[src/rtl/pc_fetch_ctrl.sv]
// PC register and single-outstanding instruction fetch sequencer with
// redirect/trap steering, stale-response drop and a one-entry IDU buffer.
module pc_fetch_ctrl #(
  parameter int              XLEN     = 32,
  parameter logic [XLEN-1:0] RESET_PC = '0
) (
  input  logic            clk,
  input  logic            rst_n,
  input  logic            redir_vld,
  input  logic [XLEN-1:0] redir_pc,
  input  logic            trap_vld,
  input  logic [XLEN-1:0] trap_pc,
  input  logic            stall,
  output logic            ifu_req_vld,
  output logic [XLEN-1:0] ifu_req_addr,
  input  logic            ifu_req_rdy,
  input  logic            ifu_rsp_vld,
  input  logic [XLEN-1:0] ifu_rsp_inst,
  output logic            inst_vld,
  output logic [XLEN-1:0] inst,
  output logic [XLEN-1:0] inst_pc,
  output logic            flush,
  output logic            misalign
);

  typedef enum logic [1:0] {S_IDLE, S_REQ, S_WAIT, S_DROP} state_t;

  state_t          state, state_nxt;
  logic [XLEN-1:0] pc, pc_nxt, tgt;
  logic            active, redir, hs, buf_free, load;

  always_comb begin
    active   = (state != S_IDLE);
    redir    = active && (trap_vld || redir_vld);
    tgt      = (trap_vld ? trap_pc : redir_pc) & ~XLEN'(3);
    hs       = (state == S_REQ) && ifu_req_rdy;
    buf_free = !inst_vld || !stall;
    // a response coinciding with a redirect belongs to the old path
    load     = (state == S_WAIT) && ifu_rsp_vld && buf_free && !redir;
  end

  always_comb begin
    state_nxt = state;
    unique case (state)
      S_IDLE: state_nxt = S_REQ;
      S_REQ: begin
        if (redir)   state_nxt = hs ? S_DROP : S_REQ;
        else if (hs) state_nxt = S_WAIT;
      end
      S_WAIT: begin
        if (redir)     state_nxt = ifu_rsp_vld ? S_REQ : S_DROP;
        else if (load) state_nxt = S_REQ;
      end
      S_DROP: begin
        if (!redir && ifu_rsp_vld) state_nxt = S_REQ;
      end
      default: state_nxt = S_IDLE;
    endcase
  end

  always_comb begin
    pc_nxt = pc;
    if (redir)     pc_nxt = tgt;
    else if (load) pc_nxt = pc + XLEN'(4);
  end

  assign ifu_req_vld  = (state == S_REQ);
  assign ifu_req_addr = pc;
  // trap vectors are never reported as misaligned
  assign misalign     = active && !trap_vld && redir_vld && (redir_pc[1:0] != 2'b00);

  always_ff @(posedge clk) begin
    if (!rst_n) begin
      state    <= S_IDLE;
      pc       <= RESET_PC;
      flush    <= 1'b0;
      inst_vld <= 1'b0;
      inst     <= '0;
      inst_pc  <= '0;
    end else begin
      state <= state_nxt;
      pc    <= pc_nxt;
      flush <= redir;
      if (redir) begin
        inst_vld <= 1'b0;
      end else if (load) begin
        inst_vld <= 1'b1;
        inst     <= ifu_rsp_inst;
        inst_pc  <= pc;
      end else if (!stall) begin
        inst_vld <= 1'b0;
      end
    end
  end

endmodule

[config.mk]
export PLATFORM = sky130hd
export DESIGN_NAME = pc_fetch_ctrl
export DESIGN_NICKNAME = d
export VERILOG_FILES = /design/src/rtl/pc_fetch_ctrl.sv
export SDC_FILE = /design/constraint.sdc
export NUM_CORES = 1
export LEC_CHECK = 0
export BUFFER_PORTS_ARGS = -buffer_cell sky130_fd_sc_hd__buf_2
export CAP_MARGIN = 30
export CORE_MARGIN = 5
export CORE_UTILIZATION = 48
export CTS_CLUSTER_DIAMETER = 50
export CTS_CLUSTER_SIZE = 16
export DETAILED_ROUTE_END_ITERATION = 8
export PLACE_DENSITY = 0.81
export SLEW_MARGIN = 10
export SYNTH_ARGS = -nofsm -noshare
export SYNTH_HDL_FRONTEND = slang
export SYNTH_SLANG_ARGS = --single-unit
[constraint.sdc]
create_clock -name clk -period 2.1 [get_ports clk]
set_input_delay 0.21 -clock clk [delete_from_list [all_inputs] [get_ports clk]]
set_output_delay 0.21 -clock clk [all_outputs]
set_load 0.1 [all_outputs]
==> metrics.txt, run 1 <==
Final GP Congestion between 0.8 and 0.9; register area share after synthesis 0.4183; CP endpoint kind output pin; min-delay worst type in -> reg; Post-CTS Hold Fix Bufs 0; Mapped Avg Cell Area approximately 8.4 um2; multi-input logic area 0.002514 mm2; worst reg-to-reg path cell count 7; initial DRC count between 200 and 300; Final Total Pwr 7121 uW; Vias 4587; Critical Path Stages 4; critical path type reg -> out; Worst Path Buf+Inv 2; placeable core area 0.009284 mm2; root buffer cell clkbuf_8; Worst-Margin Slew around 0.64 ns; CTS resizes 0; Clock Tree Buf Depth 2; highest cell delay on the worst timing path roughly 0.45 ns; row count 35; CP max-delay cell buf_2; worst-path fanout max 6; Worst setup SP type register; Layout area overhead 30.94%; floorplan die area 0.01163 mm2; Clock Latency Late Sink 0.36 ns; vias in the first global route 4509; fraction of registers with async set/reset 0; design area between 0.006 and 0.007 mm2; CTS HTree Levels 3; setup bufs post-CTS 0; crit path cell chain inv_1, ha_1, nor3_2, buf_2; Tcrit/Tclk final 0.9303; Initial Util 0.4949; library cells used by synthesis 52; Max transition margin 0.5717; clk slew on worst S/H paths 0.09 ns; Ant. Diodes 0; Sw Share 0.4962; final cell count without fillers 868; port bufs 196; DP Wirelength between 10 and 15 mm; post-route ant nets 0; share of layout cells above drive strength 1 0.3816; pwr dens 1184 mW/mm2; CTS buffer count 9; flops & latches, synth 96; # placed instances 853; status complete, no violations; part of the power in combinational logic 0.444; CTS tree done; grt ovf 0; Slew Viols, Final 0; switching pwr approximately 3500 uW; Mapped Area between 0.004 and 0.005 mm2; Vert. Die Dim 107.8 um; Post-Synthesis Cells about 550; clk_skew around 0.012 ns; power share of the clock group 0.205; drt pass-1 iters 5; Int Pwr 3588 uW; # Max-Cap Violations 0; CP Data Required Time 1.89 ns; post-route DRC violation count 0; Leakage 0.002672 uW; EDFF count, synth 0; top_reg_cell synth dfxtp_1; # setup viols final 0; Area after DPL 0.005767 mm2; IO Count between 200 and 250; final WL around 14 mm; initial antenna violation count 0; Core Util, Final 0.6480; Hold WS 0.09287 ns; Layout Nets 843; filler instances roughly 800; Sequential Area 0.001956 mm2; sequential power share 0.351; Final min period 1.954 ns; CP delay by family, top buffers and inverters; Synth Warn # 0; DR WL/cell ~16 um; CTS Sinks between 90 and 100; pin count of the biggest net entering global routing 42; Arr. time, crit path 1.74 ns; endpoints failing hold 0; VDD IR-drop max around 750 uV; Overall Global Routing Usage 0.2355; hold path depth 3; fmax 0.5119 GHz; first-pass GRT wire length 21.71 mm; Die X-Extent between 100 and 150 um; vias per cell 5.285
==> power groups by stage <==
stage          Clock [uW]  Sequential, uW  Combinational [uW]
2_1_floorplan           0            4080                 923
4_1_cts              1500            2490                3170
6_report             1460            2500                3160
5_1_grt              1580            2550                3310
3_5_place_dp            0            2530                3160
3_3_place_gp            0            2510                3120
==> placed cells by master, fill, tap and decap left out, types with 6 or more instances in the layout <==
cell type | synthesis | routed
buf_4 | 4 | 12
xor2_1 | 15 | 15
buf_2 | 8 | 196
nor2b_1 | 6 | 6
dfxtp_2 | 0 | 27
inv_1 | 8 | 8
nand4_1 | 11 | 11
nand2_1 | 157 | 156
o21ai_0 | 13 | 13
mux2_2 | 10 | 10
o22ai_1 | 10 | 10
a211oi_1 | 9 | 9
mux2i_1 | 12 | 12
nor2_1 | 8 | 8
a21oi_1 | 17 | 17
xnor2_1 | 9 | 9
dfxtp_1 | 96 | 69
a21boi_0 | 62 | 62
nand3_1 | 13 | 13
clkbuf_8 | 0 | 10
==> layout make-up <==
type,instances,share of cell area
inverter,8,0.004992
clock inverter,5,0.01726
sequential,96,0.3251
timing repair buffer,211,0.1851
clock buffer,10,0.02288
multi-input combinational,409,0.4178
tap,129,0.02683
==> worst register-to-register path, cell delays in order, from the launching register on <==
cell and delay, ns:
dfxtp_1 0.38, inv_1 0.08, ha_1 0.29, o21bai_2 0.38
nand2_2 0.17, buf_6 0.25, nand2_1 0.09, a21boi_0 0.21
==> registers in the layout, summed over array words and instances (netlist names) <==
name          cells
inst_pc          30
ifu_req_addr     30
inst_vld          1
inst             32
state             2
flush             1
==> cells by family (layout without fill, tap and decap cells) <==
logic type	Yosys count	in the layout	share of synthesized area
fa+ha+maj	5	5	0.01362
compound gates	129	129	0.1988
xor+xnor	24	24	0.04575
mux	22	22	0.05066
flops	96	96	0.4183
buf+inv	43	234	0.04058
other cells	1	4	0.0008162
simple gates	225	225	0.2315
==> synth_stat cells, drive strengths merged (3+ instances only) <==
cell	n	area share
nand2	158	0.13
dfxtp	96	0.42
a21boi	62	0.10
clkbuf	20	0.016
a21oi	17	0.019
buf	15	0.018
xor2	15	0.029
nand3	13	0.014
nand4	13	0.022
o21ai	13	0.014
mux2i	12	0.026
mux2	10	0.025
o22ai	10	0.014
a211oi	9	0.015
nor2	9	0.0079
xnor2	9	0.017
inv	8	0.0065
nor3	7	0.013
and3	6	0.0084
nor2b	6	0.0082
ha	5	0.014
nor4	5	0.013
o211a	4	0.0087
nand3b	3	0.0049
==> through the flow <==
stage	worst slack, ns	TNS [ns]
finish	0.1464	0
global route	-0.001393	-0.001393
CTS	0.09327	0
detailed placement	0.1165	0
global placement	0.2000	0
floorplan	-0.004652	-0.004652
==> routing by layer <==
metal | up-vias | GRT usage | wire length (um)
met2 | 190 | 0.4028 | 6777
met4 | 0 | 0.07214 | 293
met5 | - | 0 | 0
met3 | 30 | 0.05999 | 982
met1 | 2124 | 0.2900 | 5739
li1 | 2243 | - | -
==> final timing paths <==
| kind | startpoint | to | slack, ns |
|---|---|---|---|
| max reg2reg | state[0] | inst[30] | 0.16 |
| min | ifu_rsp_inst[15] | inst[15] | 0.09 |
| min reg2reg | inst_pc[8] | inst_pc[8] | 0.46 |
| max | state[0] | misalign | 0.15 |
(Power assumes the default switching activity.)
==> inputs of run 2 (changes only) <==
ABC_AREA = 1   (was not set)
CORE_MARGIN = not set   (was 5)
MAX_ROUTING_LAYER = met4   (was not set)
PLACE_DENSITY = 0.8   (was 0.81)
==> metrics.txt, run 2 <==
Synth Warn # 0 (unchanged); highest cell delay on the worst timing path 0.35 ns (-0.10 ns); worst-path fanout max 26 (+20); Mapped Avg Cell Area 6.720 um2 (-20%); Slew Viols, Final 0 (unchanged); multi-input logic area 0.002475 mm2 (-1.5%); Sequential Area 0.001926 mm2 (-1.5%); clk slew on worst S/H paths 0.09 ns (about the same); # Max-Cap Violations 0 (unchanged); Synth top area share 0.4045 (-0.01377); pin count of the biggest net entering global routing 53 (+26%); count leader, synth nor2_1; DP Wirelength 10.46 mm (-0.29%); worst reg-to-reg path cell count 10 (+3); vias per cell 5.225 (-1.1%); initial antenna violation count 0 (unchanged); Vert. Die Dim 101.5 um (-5.9%); # setup viols final 0 (unchanged); multiplexer share of the synthesized area 0 (-0.05065); CTS HTree Levels 3 (unchanged); critical path type reg -> reg; fraction of registers with async set/reset 0 (unchanged); filler instances 911 (+12%); CTS buffer count 9 (unchanged); initial DRC count 302 (+6.7%); register area share after synthesis 0.4045 (-0.01377); share of layout cells above drive strength 1 0.2776 (-0.1040); synth top area cells dfxtp_1, nor2_1, nand2_1, o21ai_0, a21oi_1; CTS tree done; placeable core area 0.009415 mm2 (+1.4%); Worst setup SP type register; EDFF count, synth 0 (unchanged); Initial Util 0.5046 (+0.009706); Worst-Margin Slew 0.5156 ns (-0.1264 ns); Setup TNS Final 0 ns (unchanged); endpoints failing hold 0 (unchanged); Biggest register inst; Final GP Congestion 0.9079 (+3.7%); flops & latches, synth 96 (unchanged); XOR/XNOR Fraction of Synth Area 0 (-0.04575); fmax 0.5211 GHz (+1.8%); Mapped Area 0.004751 mm2 (+3.4%); CP max-delay cell dfxtp_1; Vias 5361 (+17%); largest family of logic cells by synthesized area simple AND/OR/NAND/NOR gates; CTS Sinks 96 (unchanged); Clock Latency Late Sink 0.37 ns (about the same); top post-synthesis cells by count nor2_1, nand2_1, dfxtp_1, o21ai_0, a21oi_1; crit path cell chain inv_1, ha_1, inv_2, nand2_2, nand2_4, nor2_4, buf_12, nand2_1, o31ai_1, nor2_1; CP endpoint kind register; setup bufs post-CTS 0 (unchanged); Layout area overhead 29.31%; port bufs 196 (unchanged); post-synth top area cell dfxtp_1; Worst R2R Setup Slack 0.18 ns (+0.02 ns); Critical Path Stages 10 (+6); top_reg_cell synth dfxtp_1; Ant. Diodes 0 (unchanged); clk_skew 0.01004 ns (-0.002187 ns); Leakage 0.003042 uW (+14%); CP delay by family, top simple AND/OR/NAND/NOR gates; root buffer cell clkbuf_8; grt ovf 0 (unchanged); commonest non-fill, non-tap cell in the layout buf_2; library cells used by synthesis 37 (-29%); most frequent cells in the layout buf_2, nor2_1, nand2_1; worst setup path start state[0]; Arr. time, crit path 2.18 ns (+0.44 ns); Final min period 1.919 ns (-0.03450 ns); Tcrit/Tclk final 0.9138 (-0.01643); Post-Synth Adder-Cell Area 0.01317 (-0.0004483); VDD IR-drop max 966.5 uV (+28%); FF-to-FF Start state[0]; Overall Global Routing Usage 0.2931 (+0.05761); worst hold start ifu_rsp_inst[19]; Die X-Extent 101.5 um (-5.9%); hold path depth 3 (unchanged); Post-Synth Simple-Gate Area 0.3081 (+0.07666); IO Count 203 (unchanged); Layout Nets 1001 (+19%); CP Data Required Time 2.36 ns (+0.47 ns); status complete, no violations; post-route DRC violation count 0 (unchanged); Core Util, Final 0.6525 (+0.004514); Max transition margin 0.6586 (+0.08692); Clock Tree Buf Depth 2 (unchanged); floorplan die area 0.01030 mm2 (-11%); min-delay worst type in -> reg; max FFs per register 32 (unchanged); Post-Synthesis Cells 707 (+30%); Worst Path Buf+Inv 3 (+1); pwr dens 1518 mW/mm2 (+28%); row count 35 (unchanged); post-route ant nets 0 (unchanged); vias in the first global route 4794 (+6.3%); DR WL/cell 14.29 um (-10%); Synth Area in Compound Gates 0.1936 (-0.005228); final WL 14.66 mm (+6.3%); first-pass GRT wire length 22.71 mm (+4.6%); RSZ-0062 raised after global routing false; drt pass-1 iters 5 (unchanged)
## run 2: through the flow
stage,std cells,hold WS (ns),power (uW),worst slack [ns],area (um2)
floorplan,710,0.3449,6878,0.02898,4777
global placement,1010,0.4297,7873,0.2389,5882
detailed placement,1010,0.4383,7905,0.1666,5882
CTS,1025,0.05332,9301,0.06365,6112
global route,1026,0.05558,9740,0.05130,6143
finish,1026,0.05821,9323,0.1809,6143
## run 2: cell type report
| type | count | area share |
|---|---|---|
| clock buffers | 11 | 0.02464 |
| clock inverters | 4 | 0.01242 |
| inverters | 41 | 0.02546 |
| multi-input cells | 530 | 0.4029 |
| flip-flops and latches | 96 | 0.3134 |
| well taps | 129 | 0.02627 |
| repair buffers | 215 | 0.1949 |
## run 2: power by group
part	total (uW)	switching [uW]	internal, uW	leakage (uW)
Clock	1400	666	734	0.000112
Sequential	2720	481	2240	0.000784
Combinational	5200	4270	931	0.00215
Total	9320	5420	3910	0.00304
## run 2: worst reg2reg max path, cell delays in order, from the launching register on
cell	delay, ns
dfxtp_1	0.35
inv_1	0.09
ha_1	0.18
inv_2	0.09
nand2_2	0.12
nand2_4	0.08
nor2_4	0.28
buf_12	0.23
nand2_1	0.10
o31ai_1	0.23
nor2_1	0.06
## run 2: timing repair
action | 4_1_cts | 5_1_grt
setup endpoints to repair | 1 | 4
pin swaps | 0 | 1
resized for setup | 1 | 2
hold buffers | 0 | 0
cloned | 0 | 1
## run 2: worst paths after layout
path | end
setup reg to reg | ifu_req_addr[14]
setup / recovery | ifu_req_addr[14]
hold reg to reg | inst_pc[17]
hold / removal | inst[19]
## run 2: logic make-up (layout without fill, tap and decap cells)
family / after synthesis / count (layout)
simple gates: 352 / 352
compound gates: 169 / 169
flops: 96 / 96
buf+inv: 84 / 271
fa+ha+maj: 5 / 5
other cells: 1 / 4
## run 2: metal layers
metal	routed length (um)	vias up	GRT usage
li1	-	2684	-
met1	6539	2399	0.3724
met2	6776	251	0.4746
met3	1062	27	0.05038
met4	283	0	0.09253
met5	0	-	-
==> inputs of run 3 (changes only) <==
CTS_CLUSTER_DIAMETER = 200   (was 50)
RECOVER_POWER = 50   (was not set)
==> metrics.txt, run 3 (synthesized netlist as in run 2, its figures left out) <==
RSZ-0062 raised after global routing false; critical path type reg -> reg; first-pass GRT wire length 22.71 mm (unchanged); pin count of the biggest net entering global routing 53 (unchanged); post-route ant nets 0 (unchanged); Max transition margin 0.2001 (-0.4585); row count 35 (unchanged); final WL 14.60 mm (-0.42%); Int Pwr 3854 uW (-1.3%); max FFs per register 32 (unchanged); clk_skew 0.01060 ns (+0.0005655 ns); Arr. time, crit path 2.18 ns (about the same); # Max-Cap Violations 0 (unchanged); Overall Global Routing Usage 0.2931 (unchanged); part of the power in combinational logic 0.555 (-0.003); Layout area overhead 27.63%; Core Util, Final 0.6440 (-0.008505); Worst-Margin Slew 1.205 ns (+0.6894 ns); root buffer cell clkbuf_8; Ant. Diodes 0 (unchanged); Final min period 1.927 ns (+0.007832 ns); Biggest register inst; Setup TNS Final 0 ns (unchanged); VDD IR-drop max 939.5 uV (-2.8%); DP Wirelength 10.46 mm (unchanged); placeable core area 0.009415 mm2 (unchanged); Initial Util 0.5046 (unchanged); DR WL/cell 14.23 um (-0.42%); CP Data Required Time 2.35 ns (about the same); Tcrit/Tclk final 0.9176 (+0.003730); Clock Latency Late Sink 0.37 ns (about the same); Sw Share 0.5845 (+0.003369); worst-path fanout max 26 (unchanged); filler instances 942 (+3.4%); CTS Sinks 96 (unchanged); most frequent cells in the layout nor2_1, nand2_1, buf_2; # setup viols final 0 (unchanged); Vert. Die Dim 101.5 um (unchanged); switching pwr 5421 uW (about the same); floorplan die area 0.01030 mm2 (unchanged); Final Worst Setup Slack 0.1731 ns (-0.007832 ns); post-route DRC violation count 0 (unchanged); CTS HTree Levels 3 (unchanged); min-delay worst type in -> reg; Leakage 0.002750 uW (-9.6%); Layout Nets 1001 (unchanged); power share of the clock group 0.150 (about the same); setup bufs post-CTS 0 (unchanged); pwr dens 1530 mW/mm2 (+0.80%); vias in the first global route 4794 (unchanged); vias per cell 5.189 (-0.69%); drt pass-1 iters 5 (unchanged); CTS buffer count 9 (unchanged); multi-input logic area 0.002475 mm2 (unchanged); initial DRC count 313 (+3.6%); Clock Tree Buf Depth 2 (unchanged); Sequential Area 0.001926 mm2 (unchanged); port bufs 196 (unchanged); fmax 0.5190 GHz (-0.41%); endpoints failing hold 0 (unchanged); dpl ws 0.1666 ns (unchanged); initial antenna violation count 0 (unchanged); share of layout cells above drive strength 1 0.2062 (-0.07135); grt ovf 0 (unchanged); Final GP Congestion 0.9079 (unchanged); CP endpoint kind register; status complete, no violations; sequential power share 0.295 (+0.003); Die X-Extent 101.5 um (unchanged); commonest non-fill, non-tap cell in the layout nor2_1; clk slew on worst S/H paths 0.09 ns (about the same); Worst setup SP type register; CTS tree done; IO Count 203 (unchanged); Vias 5324 (-0.69%); Slew Viols, Final 0 (unchanged)
run 3: cell types whose count changed in the layout (fill, tap and decap cells not counted):
cell and delta:
clkbuf_1 +64, clkbuf_2 +30, buf_2 -94
run 3: cell type report:
class | instances | area share
Multi-Input combinational cell | 530 | 0.4082
Sequential cell | 96 | 0.3176
Timing Repair Buffer | 215 | 0.1843
Tap cell | 129 | 0.02662
Inverter | 41 | 0.02579
Clock buffer | 11 | 0.02497
Clock inverter | 4 | 0.01259
run 3: layer usage:
metal	track usage	vias to the layer above	wire, um	part of all wire
met4	0.09253	0	222	0.015
met1	0.3724	2369	6383	0.44
li1	-	2685	-	-
met5	-	-	0	0
met2	0.4746	247	6843	0.47
met3	0.05038	23	1149	0.079
run 3: timing repair:
item,CTS,global route
gates cloned,0,1
gates resized for setup,1,2
hold buffers,0,0
pin swaps,0,1
setup endpoints to repair,1,4
run 3: power groups by stage:
| stage | registers [uW] | logic, uW | clock network (uW) |
|---|---|---|---|
| 5_1_grt | 2800 | 5410 | 1500 |
| 3_5_place_dp | 2740 | 5160 | 0 |
| 6_report | 2730 | 5150 | 1390 |
| 4_1_cts | 2710 | 5170 | 1420 |
| 3_3_place_gp | 2740 | 5130 | 0 |
| 2_1_floorplan | 5510 | 1360 | 0 |
run 3: final timing paths:
check	start	endpoint	slack, ns	cells after the start
hold / removal	ifu_rsp_inst[19]	inst[19]	0.06	3
hold reg to reg	inst_pc[17]	inst_pc[17]	0.46	2
setup / recovery	state[0]	ifu_req_addr[14]	0.17	10
setup reg to reg	state[0]	ifu_req_addr[14]	0.17	10
run 3: critical path, cell delays in order, from the launching register on:
cell and delay [ns]:
dfxtp_1 0.35, inv_1 0.09, ha_1 0.18, inv_2 0.09
nand2_2 0.12, nand2_4 0.08, nor2_4 0.29, buf_12 0.22
nand2_1 0.10, o31ai_1 0.23, nor2_1 0.06
run 3: through the flow:
| step | power [uW] | hold slack [ns] | instances | area (um2) |
|---|---|---|---|---|
| global route | 9703 | 0.05558 | 1026 | 6063 |
| CTS | 9301 | 0.05332 | 1025 | 6112 |
| finish | 9275 | 0.06111 | 1026 | 6063 |
| floorplan | 6878 | 0.3449 | 710 | 4777 |
| detailed placement | 7905 | 0.4383 | 1010 | 5882 |
| global placement | 7873 | 0.4297 | 1010 | 5882 |
